$ cat src/rtl/matriz_pkg.sv
// Shared types, glyph bitmaps and glyph selection for the LED matrix scanner.
package matriz_pkg;

   localparam int GLY_ROWS = 7;
   localparam int GLY_COLS = 5;

   typedef enum logic [2:0] {
      GLY_BLANK,
      GLY_CRITICO,
      GLY_BAIXO,
      GLY_MEDIO,
      GLY_ALTO,
      GLY_ASPERSAO,
      GLY_GOTEJAMENTO
   } glifo_e;

   // Frame snapshot of the controller status lines.
   typedef struct packed {
      logic critico;
      logic baixo;
      logic medio;
      logic alto;
      logic aspersao;
      logic gotejamento;
   } snap_t;

   // Index 0 is the top row; within a row the MSB is the leftmost column,
   // so each literal reads like the picture it draws.
   typedef logic [0:GLY_ROWS-1][GLY_COLS-1:0] bitmap_t;

   localparam bitmap_t BMP_CRITICO     = {5'b01110, 5'b10001, 5'b10000, 5'b10000, 5'b10000, 5'b10001, 5'b01110};
   localparam bitmap_t BMP_BAIXO       = {5'b11110, 5'b10001, 5'b10001, 5'b11110, 5'b10001, 5'b10001, 5'b11110};
   localparam bitmap_t BMP_MEDIO       = {5'b10001, 5'b11011, 5'b10101, 5'b10001, 5'b10001, 5'b10001, 5'b10001};
   localparam bitmap_t BMP_ALTO        = {5'b01110, 5'b10001, 5'b10001, 5'b11111, 5'b10001, 5'b10001, 5'b10001};
   localparam bitmap_t BMP_ASPERSAO    = {5'b01111, 5'b10000, 5'b10000, 5'b01110, 5'b00001, 5'b00001, 5'b11110};
   localparam bitmap_t BMP_GOTEJAMENTO = {5'b01110, 5'b10001, 5'b10000, 5'b10111, 5'b10001, 5'b10001, 5'b01110};

   // Picture-order row of a glyph (MSB = leftmost column).
   function automatic logic [GLY_COLS-1:0] linha_glifo(glifo_e g, logic [2:0] r);
      bitmap_t b;
      case (g)
         GLY_CRITICO:     b = BMP_CRITICO;
         GLY_BAIXO:       b = BMP_BAIXO;
         GLY_MEDIO:       b = BMP_MEDIO;
         GLY_ALTO:        b = BMP_ALTO;
         GLY_ASPERSAO:    b = BMP_ASPERSAO;
         GLY_GOTEJAMENTO: b = BMP_GOTEJAMENTO;
         default:         b = '0;
      endcase
      return b[r];
   endfunction

   // Critical level overrides both phases; otherwise phase picks level or mode.
   function automatic glifo_e sel_glifo(snap_t s, logic fase);
      if (s.critico)          return GLY_CRITICO;
      if (!fase) begin
         if (s.baixo)         return GLY_BAIXO;
         if (s.medio)         return GLY_MEDIO;
         if (s.alto)          return GLY_ALTO;
         return GLY_BLANK;
      end
      if (s.aspersao)         return GLY_ASPERSAO;
      if (s.gotejamento)      return GLY_GOTEJAMENTO;
      return GLY_BLANK;
   endfunction

endpackage

$ cat src/rtl/glifo_rom.sv
// Combinational glyph lookup: (glyph, row) -> column pattern, col[0] = leftmost.
// Glyphs are anchored top-left; rows/cols beyond the 7x5 art read as 0.
module glifo_rom
   import matriz_pkg::*;
#(
   parameter int COLS = 5,
   parameter int RW   = 3
) (
   input  glifo_e            glifo,
   input  logic [RW-1:0]     linha,
   output logic [COLS-1:0]   padrao
);

   logic [GLY_COLS-1:0] pic;

   // Fetch the picture row, blank below the authored glyph height.
   // NOTE: every always_comb output gets a default first so no latch is inferred.
   always_comb begin
      pic = '0;
      if (int'(linha) < GLY_ROWS)
         pic = linha_glifo(glifo, 3'(linha));
   end

   // Mirror picture order into col[0] = leftmost; pad or crop to COLS.
   for (genvar c = 0; c < COLS; c++) begin : g_col
      if (c < GLY_COLS) begin : g_art
         assign padrao[c] = pic[GLY_COLS-1-c];
      end else begin : g_pad
         assign padrao[c] = 1'b0;
      end
   end

endmodule

$ cat src/rtl/matriz_varredura_param.sv
// Self-clocked row scanner for the irrigation-status LED matrix.
// Prescaler -> row -> frame counters, per-frame input snapshot, registered outputs.
module matriz_varredura_param
   import matriz_pkg::*;
#(
   parameter int ROWS         = 7,
   parameter int COLS         = 5,
   parameter int SCAN_DIV     = 1000,
   parameter int BLANK_CYCLES = 2,
   parameter int ALT_FRAMES   = 50
) (
   input  logic              Clock,
   input  logic              Reset,
   input  logic              Enable,
   input  logic              Critico,
   input  logic              Baixo,
   input  logic              Medio,
   input  logic              Alto,
   input  logic              Aspersao,
   input  logic              Gotejamento,
   output logic [ROWS-1:0]   lin,
   output logic [COLS-1:0]   col,
   output logic              frame_start,
   output logic              phase
);

   localparam int PW = (SCAN_DIV   > 1) ? $clog2(SCAN_DIV)   : 1;
   localparam int RW = (ROWS       > 1) ? $clog2(ROWS)       : 1;
   localparam int FW = (ALT_FRAMES > 1) ? $clog2(ALT_FRAMES) : 1;

   logic [PW-1:0]   presc;
   logic [RW-1:0]   row;
   logic [FW-1:0]   frame;
   logic            phase_q;
   snap_t           snap;
   snap_t           live;
   snap_t           snap_sel;
   glifo_e          glifo;
   logic [COLS-1:0] padrao;
   logic            first;
   logic            last_presc;
   logic            last_row;
   logic            last_frame;
   logic            blank;

   assign live       = '{critico: Critico, baixo: Baixo, medio: Medio, alto: Alto,
                         aspersao: Aspersao, gotejamento: Gotejamento};
   assign first      = Enable && (presc == '0) && (row == '0);
   assign last_presc = (presc == PW'(SCAN_DIV - 1));
   assign last_row   = (row   == RW'(ROWS - 1));
   assign last_frame = (frame == FW'(ALT_FRAMES - 1));
   assign blank      = (int'(presc) < BLANK_CYCLES);

   // The first slot of a frame already uses the values being captured.
   assign snap_sel   = first ? live : snap;
   assign glifo      = sel_glifo(snap_sel, phase_q);

   glifo_rom #(
      .COLS (COLS),
      .RW   (RW)
   ) u_rom (
      .glifo  (glifo),
      .linha  (row),
      .padrao (padrao)
   );

   // Cascaded scan counters; all hold while Enable is low.
   // NOTE: sequential state uses non-blocking assignments so every register samples pre-edge values.
   always_ff @(posedge Clock) begin
      if (!Reset) begin
         presc   <= '0;
         row     <= '0;
         frame   <= '0;
         phase_q <= 1'b0;
      end else if (Enable) begin
         if (last_presc) begin
            presc <= '0;
            if (last_row) begin
               row <= '0;
               if (last_frame) begin
                  frame   <= '0;
                  phase_q <= ~phase_q;
               end else begin
                  frame <= frame + 1'b1;
               end
            end else begin
               row <= row + 1'b1;
            end
         end else begin
            presc <= presc + 1'b1;
         end
      end
   end

   // Capture the status lines once per frame so a frame never tears.
   always_ff @(posedge Clock) begin
      if (!Reset)
         snap <= '0;
      else if (first)
         snap <= live;
   end

   // Registered pin drivers, one cycle behind the counters.
   always_ff @(posedge Clock) begin
      if (!Reset) begin
         lin         <= '1;
         col         <= '0;
         frame_start <= 1'b0;
         phase       <= 1'b0;
      end else begin
         phase       <= phase_q;
         frame_start <= first;
         if (Enable && !blank) begin
            lin <= ~(ROWS'(1) << row);
            col <= padrao;
         end else begin
            lin <= '1;
            col <= '0;
         end
      end
   end

endmodule

$ cat config.mk
export PLATFORM = sky130hd
export DESIGN_NAME = matriz_varredura_param
export DESIGN_NICKNAME = d
export VERILOG_FILES = /design/src/rtl/matriz_pkg.sv /design/src/rtl/glifo_rom.sv /design/src/rtl/matriz_varredura_param.sv
export SDC_FILE = /design/constraint.sdc
export NUM_CORES = 1
export LEC_CHECK = 0
export BUFFER_PORTS_ARGS = -buffer_cell sky130_fd_sc_hd__buf_4
export CORE_ASPECT_RATIO = 0.7
export CORE_UTILIZATION = 25
export CTS_CLUSTER_DIAMETER = 80
export DETAILED_ROUTE_END_ITERATION = 8
export SKIP_LAST_GASP = 1
export SLEW_MARGIN = 20
export SYNTH_ARGS = -nofsm -noshare
export SYNTH_HDL_FRONTEND = slang
export SYNTH_SLANG_ARGS = --single-unit
export TNS_END_PERCENT = 10
$ cat constraint.sdc
create_clock -name Clock -period 10.25 [get_ports Clock]
set_input_delay 3.075 -clock Clock [delete_from_list [all_inputs] [get_ports Clock]]
set_output_delay 3.075 -clock Clock [all_outputs]
set_load 0.02 [all_outputs]
==> results of run 1 <==
final cells by class:
cell class              count  area (um^2)
fillers                   853         5470
repair buffers             22          165
flip-flops and latches     40          801
clock inverters             3         42.5
well taps                 101          126
inverters                  11         41.3
multi-input cells         182         1200
clock buffers               5          125
stage by stage:
step	cells	instance area, um^2	power, mW
after global placement	356	2330	0.219
after detailed placement	356	2330	0.220
final	364	2500	0.396
after global routing	364	2500	0.414
after CTS	364	2500	0.398
after floorplan	242	2080	0.207
power groups by stage:
stage	clock, mW	sequential [mW]	combinational, mW
final	0.180	0.161	0.0561
after detailed placement	0	0.164	0.0555
after global placement	0	0.164	0.0550
after CTS	0.182	0.161	0.0558
after global routing	0.191	0.161	0.0618
after floorplan	0	0.165	0.0426
worst min-delay path by stage:
stage                    end  slack (ps)  cells past startpoint
floorplan           frame[5]         460                      2
global placement    frame[5]         470                      2
detailed placement  frame[5]         480                      2
CTS                 frame[5]         490                      2
global route        frame[5]         520                      2
finish              frame[5]         480                      2
synth_stat cells, types with 3 or more instances:
| cell type | n |
|---|---|
| sky130_fd_sc_hd__dfxtp_1 | 40 |
| sky130_fd_sc_hd__nor2_1 | 33 |
| sky130_fd_sc_hd__nand2_1 | 22 |
| sky130_fd_sc_hd__a21oi_1 | 12 |
| sky130_fd_sc_hd__inv_1 | 11 |
| sky130_fd_sc_hd__nand3_1 | 10 |
| sky130_fd_sc_hd__xor2_1 | 10 |
| sky130_fd_sc_hd__ha_1 | 9 |
| sky130_fd_sc_hd__nor3_1 | 9 |
| sky130_fd_sc_hd__clkbuf_1 | 6 |
| sky130_fd_sc_hd__mux2i_1 | 5 |
| sky130_fd_sc_hd__nand4_1 | 5 |
| sky130_fd_sc_hd__o21ai_0 | 5 |
| sky130_fd_sc_hd__nor2b_1 | 4 |
| sky130_fd_sc_hd__o21a_1 | 4 |
| sky130_fd_sc_hd__a211oi_1 | 3 |
| sky130_fd_sc_hd__and2_1 | 3 |
| sky130_fd_sc_hd__nor4_1 | 3 |
| sky130_fd_sc_hd__xnor2_1 | 3 |
flip-flops by register name, indices dropped and copies added (netlist names):
signal / count
row: 3
presc: 10
frame_start: 1
snap: 6
col: 5
frame: 6
lin: 7
phase: 1
phase_q: 1
worst max-delay path: stages:
cell	delay, ps
sky130_fd_sc_hd__buf_4	130
sky130_fd_sc_hd__nand3b_1	100
sky130_fd_sc_hd__or4_1	780
sky130_fd_sc_hd__o311ai_0	530
sky130_fd_sc_hd__nand3_1	250
sky130_fd_sc_hd__ha_1	250
sky130_fd_sc_hd__nand2b_2	200
sky130_fd_sc_hd__nor2_2	160
sky130_fd_sc_hd__a32oi_1	130
sky130_fd_sc_hd__a221o_1	390
sky130_fd_sc_hd__o211a_1	120
cells in the final DEF (no fill, tap or decap), types with 4 or more instances in the layout:
master                       n
sky130_fd_sc_hd__mux2i_1     5
sky130_fd_sc_hd__clkbuf_16   5
sky130_fd_sc_hd__nand2_1    22
sky130_fd_sc_hd__dfxtp_1    40
sky130_fd_sc_hd__nor3_1      9
sky130_fd_sc_hd__ha_1        9
sky130_fd_sc_hd__nand4_1     5
sky130_fd_sc_hd__o21a_1      4
sky130_fd_sc_hd__nand3_1    10
sky130_fd_sc_hd__nor2b_1     4
sky130_fd_sc_hd__xor2_1     10
sky130_fd_sc_hd__inv_1      11
sky130_fd_sc_hd__buf_4      22
sky130_fd_sc_hd__a21oi_1    12
sky130_fd_sc_hd__nor2_1     33
sky130_fd_sc_hd__o21ai_0     5
logic make-up (layout without fill, tap and decap cells):
logic type               Yosys count  count (layout)
flip-flops                        40              40
buffers and inverters             20              41
AND/OR/NAND/NOR                  106             106
XOR/XNOR                          13              13
AO/OA/AOI/OAI                     45              45
multiplexers                       9               9
adder cells (fa/ha/maj)            9               9
per-layer routing:
layer / vias to the layer above / part of all wire, % / wire, um
li1: 887 / - / -
met3: 8 / 6.2 / 278
met2: 58 / 38 / 1710
met5: - / 0 / 0
met4: 0 / 1.3 / 59
met1: 767 / 54 / 2420
==> results.yml, run 1 <==
logic_synthesis:
  synth_top_cell_area_share_pct: 38.4
  synth_top_family_by_area: "simple AND/OR/NAND/NOR gates"
  post_synth_and_or_nand_nor_area_fraction_pct: 25.2
  yosysUniqueCellTypes: 53
  synth_cell_area_um2: 2080
  compound_gate_fraction_of_synth_area_pct: 15.7
  synth_fp_nets: 260
  number_of_enable_flip_flop_cells_after_synthesis: 0
  asyncSetResetFlopFracSynth_pct: 0
  ranking_of_synthesized_cells_by_area: "sky130_fd_sc_hd__dfxtp_1, sky130_fd_sc_hd__nor2_1, sky130_fd_sc_hd__ha_1, sky130_fd_sc_hd__xor2_1, sky130_fd_sc_hd__nand2_1"
  avgSynthCellArea_um2: 8.61
  portion_of_the_post_synthesis_area_used_by_sequential_elements_pct: 38.4
  xor_xnor_share_of_the_synthesized_area_pct: 5.46
  yosys.area.top_type: "sky130_fd_sc_hd__dfxtp_1"
  synth_flop_cell: "sky130_fd_sc_hd__dfxtp_1"
  ys_warn_count: 0
  muxShareOfSynthArea_pct: 5.76
  syn-instance-count: 242
  synth_seq_cells: 40
  synth_adder_area_share_pct: 5.40
sta:
  max_slew_headroom_pct: 48.5
  timing_max_transition_violations_final: 0
  finalCritPeriodShare_pct: 57.9
  final-hold-violation-count: 0
  finalSetupViolations: 0
  finalWorstPathRequiredPeriod_ps: 5940
  fmax_ghz: 0.168
  rsz_0062_raised_after_global_routing: "false"
  fin_worst_skew_ps: 7.99
  fin_tns_setup_ps: 0
  tightestPinTransition_ps: 772
  hold_ws_ps: 484
  worst_slack_ps: 4310
clock_tree:
  cts.reportedPaths.clkPinSlew_ps: 60
  worstSkewPairLatency_ps: 290
  cts_setup_buffers: 0
  cts-root-to-sink-buffers: 2
  tritoncts: "done"
  post_cts_hold_fix_bufs: 0
  cts_sink_count: 40
  tritoncts.num_buffers: 5
  cts_resized: 0
  cts_root_buf: "sky130_fd_sc_hd__clkbuf_16"
  h-tree-depth: 2
critical_path:
  worstReg2RegStart: "presc[7]"
  setup.reg_to_reg.worst_slack_ps: 6300
  worst_r2r_endpoint: "col[4]"
  worstSetupStartpoint: "Enable"
  setup.worst_path.end: "col[4]"
  timing.critical_path.required_ps: 10430
  timing.critical_path.fanout_max: 15
  path_class: "in2reg"
  timing.critical_path.arrival_ps: 6110
  crit_path_end_kind: "register"
  setup.worst_path.start_class: "primary input"
  rr_worst_depth: 10
run_status:
  failing_checks: "DRC"
  run_status: "complete, but fails checks"
power:
  combinationalPowerShare_pct: 14.2
  pwr_density_cell_nw_per_um2: 158
  cellInternalPower_uw: 296
  p_switching_uw: 101
  ir_drop_worst_case_vdd_v: 0.0000725
  power.leakage_nw: 0.974
  power_frac_seq_pct: 40.5
  switching_share_pct: 25.4
  pwr-share-clk_pct: 45.3
global_route:
  grt_util_met1_pct: 16.0
  grt_max_degree: 18
  global_route_wire_length_before_repair_um: 7600
  met2_track_usage_gr_pct: 15.5
  grt_use_met3_pct: 3.09
  grt_use_total_pct: 11.1
  overflow: 0
  antenna_violations_before_repair: 0
  first_global_vias: 1553
  global_route.peak_usage_layer: "met1"
floorplanning:
  rows: 27
  dieArea_um2: 8710
  initial_utilization_pct: 26.1
  num_io_pins: 23
  die-width_um: 111
  coreArea_um2: 7970
  die_height_um: 78.4
layout:
  finalCoreUtilization_pct: 31.4
  syn2layout_area_growth_pct: 20.0
  final_layout_size_suffix_gt1_share_pct: 17.1
  num-nets-final: 280
  antenna_cells: 0
routing:
  postRouteWirelength_um: 4470
  initialDrtViolationCount: 95
  number_of_remaining_drc_errors: 6
  viasPerCell: 4.73
  routed-via-count: 1720
  detail-route-antenna-nets: 0
  drt_first_pass_iters: 6
  routed_wire_length_per_instance_um: 12.3
placed_design:
  numPortBuffers: 22
  routabilityCongestion: 0.838
  preCtsSetupSlack_ps: 4050
  post-dp-hpwl_um: 3360
hold_path:
  hold_start: "frame[5]"
  hold_path_class: "reg2reg"
flow_run:
  max_cap_viol_count: 0
Power figures use the tool's default switching activity.
==> run 2, diff against run 1 <==
==> constraint.sdc (replaced) <==
create_clock -name Clock -period 4.9 [get_ports Clock]
set_input_delay 1.47 -clock Clock [delete_from_list [all_inputs] [get_ports Clock]]
set_output_delay 1.47 -clock Clock [all_outputs]
set_load 0.02 [all_outputs]
==> run 2 against run 1 <==
The run still ends with DRC left. Worst hold slack better by 2.0 ps. Sequential cell count did not move. Cell count up 0.27%. Sequential power up 110%. Die area is the same. Via count rose by 2.0%. Clock power increased by 85%. Clock-buffer cell count increased by 2. Non-clock buffer count increased by 1. First-iteration DRC count rose by 3.2%. Core utilization shrank 0.13 points. Design area fell by 0.40%. Critical path type unchanged. Largest cell class unchanged. Largest power group is now registers. Highest routed layer unchanged.
==> results.yml, run 2 (same netlist as run 1, synthesis figures left out) <==
placed_design:
  preCtsSetupSlack_ps: 452
  post-dp-hpwl_um: 3440
  place_inst: 357
  routabilityCongestion: 0.856
  numPortBuffers: 22
power:
  pwr_density_cell_nw_per_um2: 317
  fin_total_pwr_uw: 789
  power.leakage_nw: 0.969
  ir_drop_worst_case_vdd_v: 0.000145
routing:
  number_of_remaining_drc_errors: 6
  postRouteWirelength_um: 4600
  detail-route-antenna-nets: 0
  routed_wire_length_per_instance_um: 12.6
  viasPerCell: 4.81
  drt_first_pass_iters: 8
  routed-via-count: 1754
  initialDrtViolationCount: 98
global_route:
  grt_max_degree: 18
  global_route_wire_length_before_repair_um: 8100
  antenna_violations_before_repair: 0
  grt_use_total_pct: 11.6
  first_global_vias: 1708
  overflow: 0
clock_tree:
  cts_sink_count: 40
  cts_setup_buffers: 0
  cts_root_buf: "sky130_fd_sc_hd__clkbuf_16"
  h-tree-depth: 2
  tritoncts.num_buffers: 5
  cts.reportedPaths.clkPinSlew_ps: 60
  cts_resized: 0
  worstSkewPairLatency_ps: 280
  post_cts_hold_fix_bufs: 0
  tritoncts: "done"
  cts-root-to-sink-buffers: 2
critical_path:
  crit_path_end_kind: "register"
  crit_path_cell_trace: "buf_4, nand3b_1, or4_1, buf_4, mux2i_1, mux2i_1, or2b_1, ha_1, nor4_1, nor4_1, a221o_1, o211a_1"
  setup.worst_path.start_class: "primary input"
  crit_slowest_cell: "sky130_fd_sc_hd__or4_1"
  crit_path_largest_cell_delay_ps: 650
  timing.critical_path.fanout_max: 9
  timing.critical_path.required_ps: 5070
  path_class: "in2reg"
  timing.critical_path.arrival_ps: 4370
  setup.reg_to_reg.worst_slack_ps: 1090
floorplanning:
  initial_utilization_pct: 26.1
  num_io_pins: 23
  die-width_um: 111
  rows: 27
  die_height_um: 78.4
  dieArea_um2: 8710
  coreArea_um2: 7970
sta:
  timing_max_transition_violations_final: 0
  fmax_ghz: 0.238
  fin_tns_setup_ps: 0
  tightestPinTransition_ps: 807
  finalWorstPathRequiredPeriod_ps: 4200
  final-hold-violation-count: 0
  finalSetupViolations: 0
  fin_worst_skew_ps: 5.44
  worst_slack_ps: 699
  rsz_0062_raised_after_global_routing: "false"
  max_slew_headroom_pct: 45.8
  finalCritPeriodShare_pct: 85.7
layout:
  syn2layout_area_growth_pct: 19.5
  nFillCells: 838
  num-nets-final: 281
  largest_reg_flops: 10
  final_common_cell: "sky130_fd_sc_hd__dfxtp_1"
  top_regs: "presc: 10 flops, lin: 7 flops"
  fin_cells: 365
  mostFrequentLayoutCells: "sky130_fd_sc_hd__dfxtp_1, sky130_fd_sc_hd__nor2_1, sky130_fd_sc_hd__buf_4, sky130_fd_sc_hd__nand2_1, sky130_fd_sc_hd__a21oi_1"
  final_layout_size_suffix_gt1_share_pct: 17.0
  register_name_with_the_most_flops: "presc"
  antenna_cells: 0
run_status:
  run_status: "complete, but fails checks"
  failing_checks: "DRC"
hold_path:
  hold_path_class: "reg2reg"
flow_run:
  max_cap_viol_count: 0
==> run 2: worst paths after layout <==
kind,start,endpoint,cells past startpoint
max,Enable,col[4],12
min reg2reg,frame[5],frame[5],2
max reg2reg,presc[7],col[4],11
min,frame[5],frame[5],2
==> run 2: critical path, delay by kind of cell <==
family                   cells  cell delay, ps
adder cells (fa/ha/maj)      1             280
AO/OA/AOI/OAI                2             450
AND/OR/NAND/NOR              5            1450
buffers and inverters        2             410
multiplexers                 2             310
==> run 2: final cells by class <==
cell class	count	area, um^2	share of cell area [%]
tap	101	126	5.07
multi-input combinational	182	1200	48.2
sequential	40	801	32.1
timing repair buffer	23	173	6.93
inverter	11	41.3	1.66
clock buffer	7	143	5.73
clock inverter	1	7.51	0.301
==> run 2: power by group <==
| group | switching (mW) | leakage [nW] | internal, mW | total, mW |
|---|---|---|---|---|
| clock | 0.130 | 0.0701 | 0.203 | 0.333 |
| sequential | 0.00459 | 0.324 | 0.332 | 0.336 |
| combinational | 0.0707 | 0.574 | 0.0490 | 0.120 |
| total | 0.205 | 0.969 | 0.584 | 0.789 |
==> run 2: metrics by stage <==
stage | util, % | hold slack, ps | instance area, um^2
after floorplan | - | 458 | 2080
after CTS | 31.2 | 489 | 2490
after detailed placement | 29.4 | 481 | 2340
after global routing | 31.2 | 518 | 2490
final | 31.2 | 486 | 2490
after global placement | 29.4 | 473 | 2340
==> run 2: metal layers <==
layer	GRT usage, %	routed length (um)
met2	17.3	1900
met5	0	0
met3	2.93	311
met4	3.78	40
met1	16.3	2350
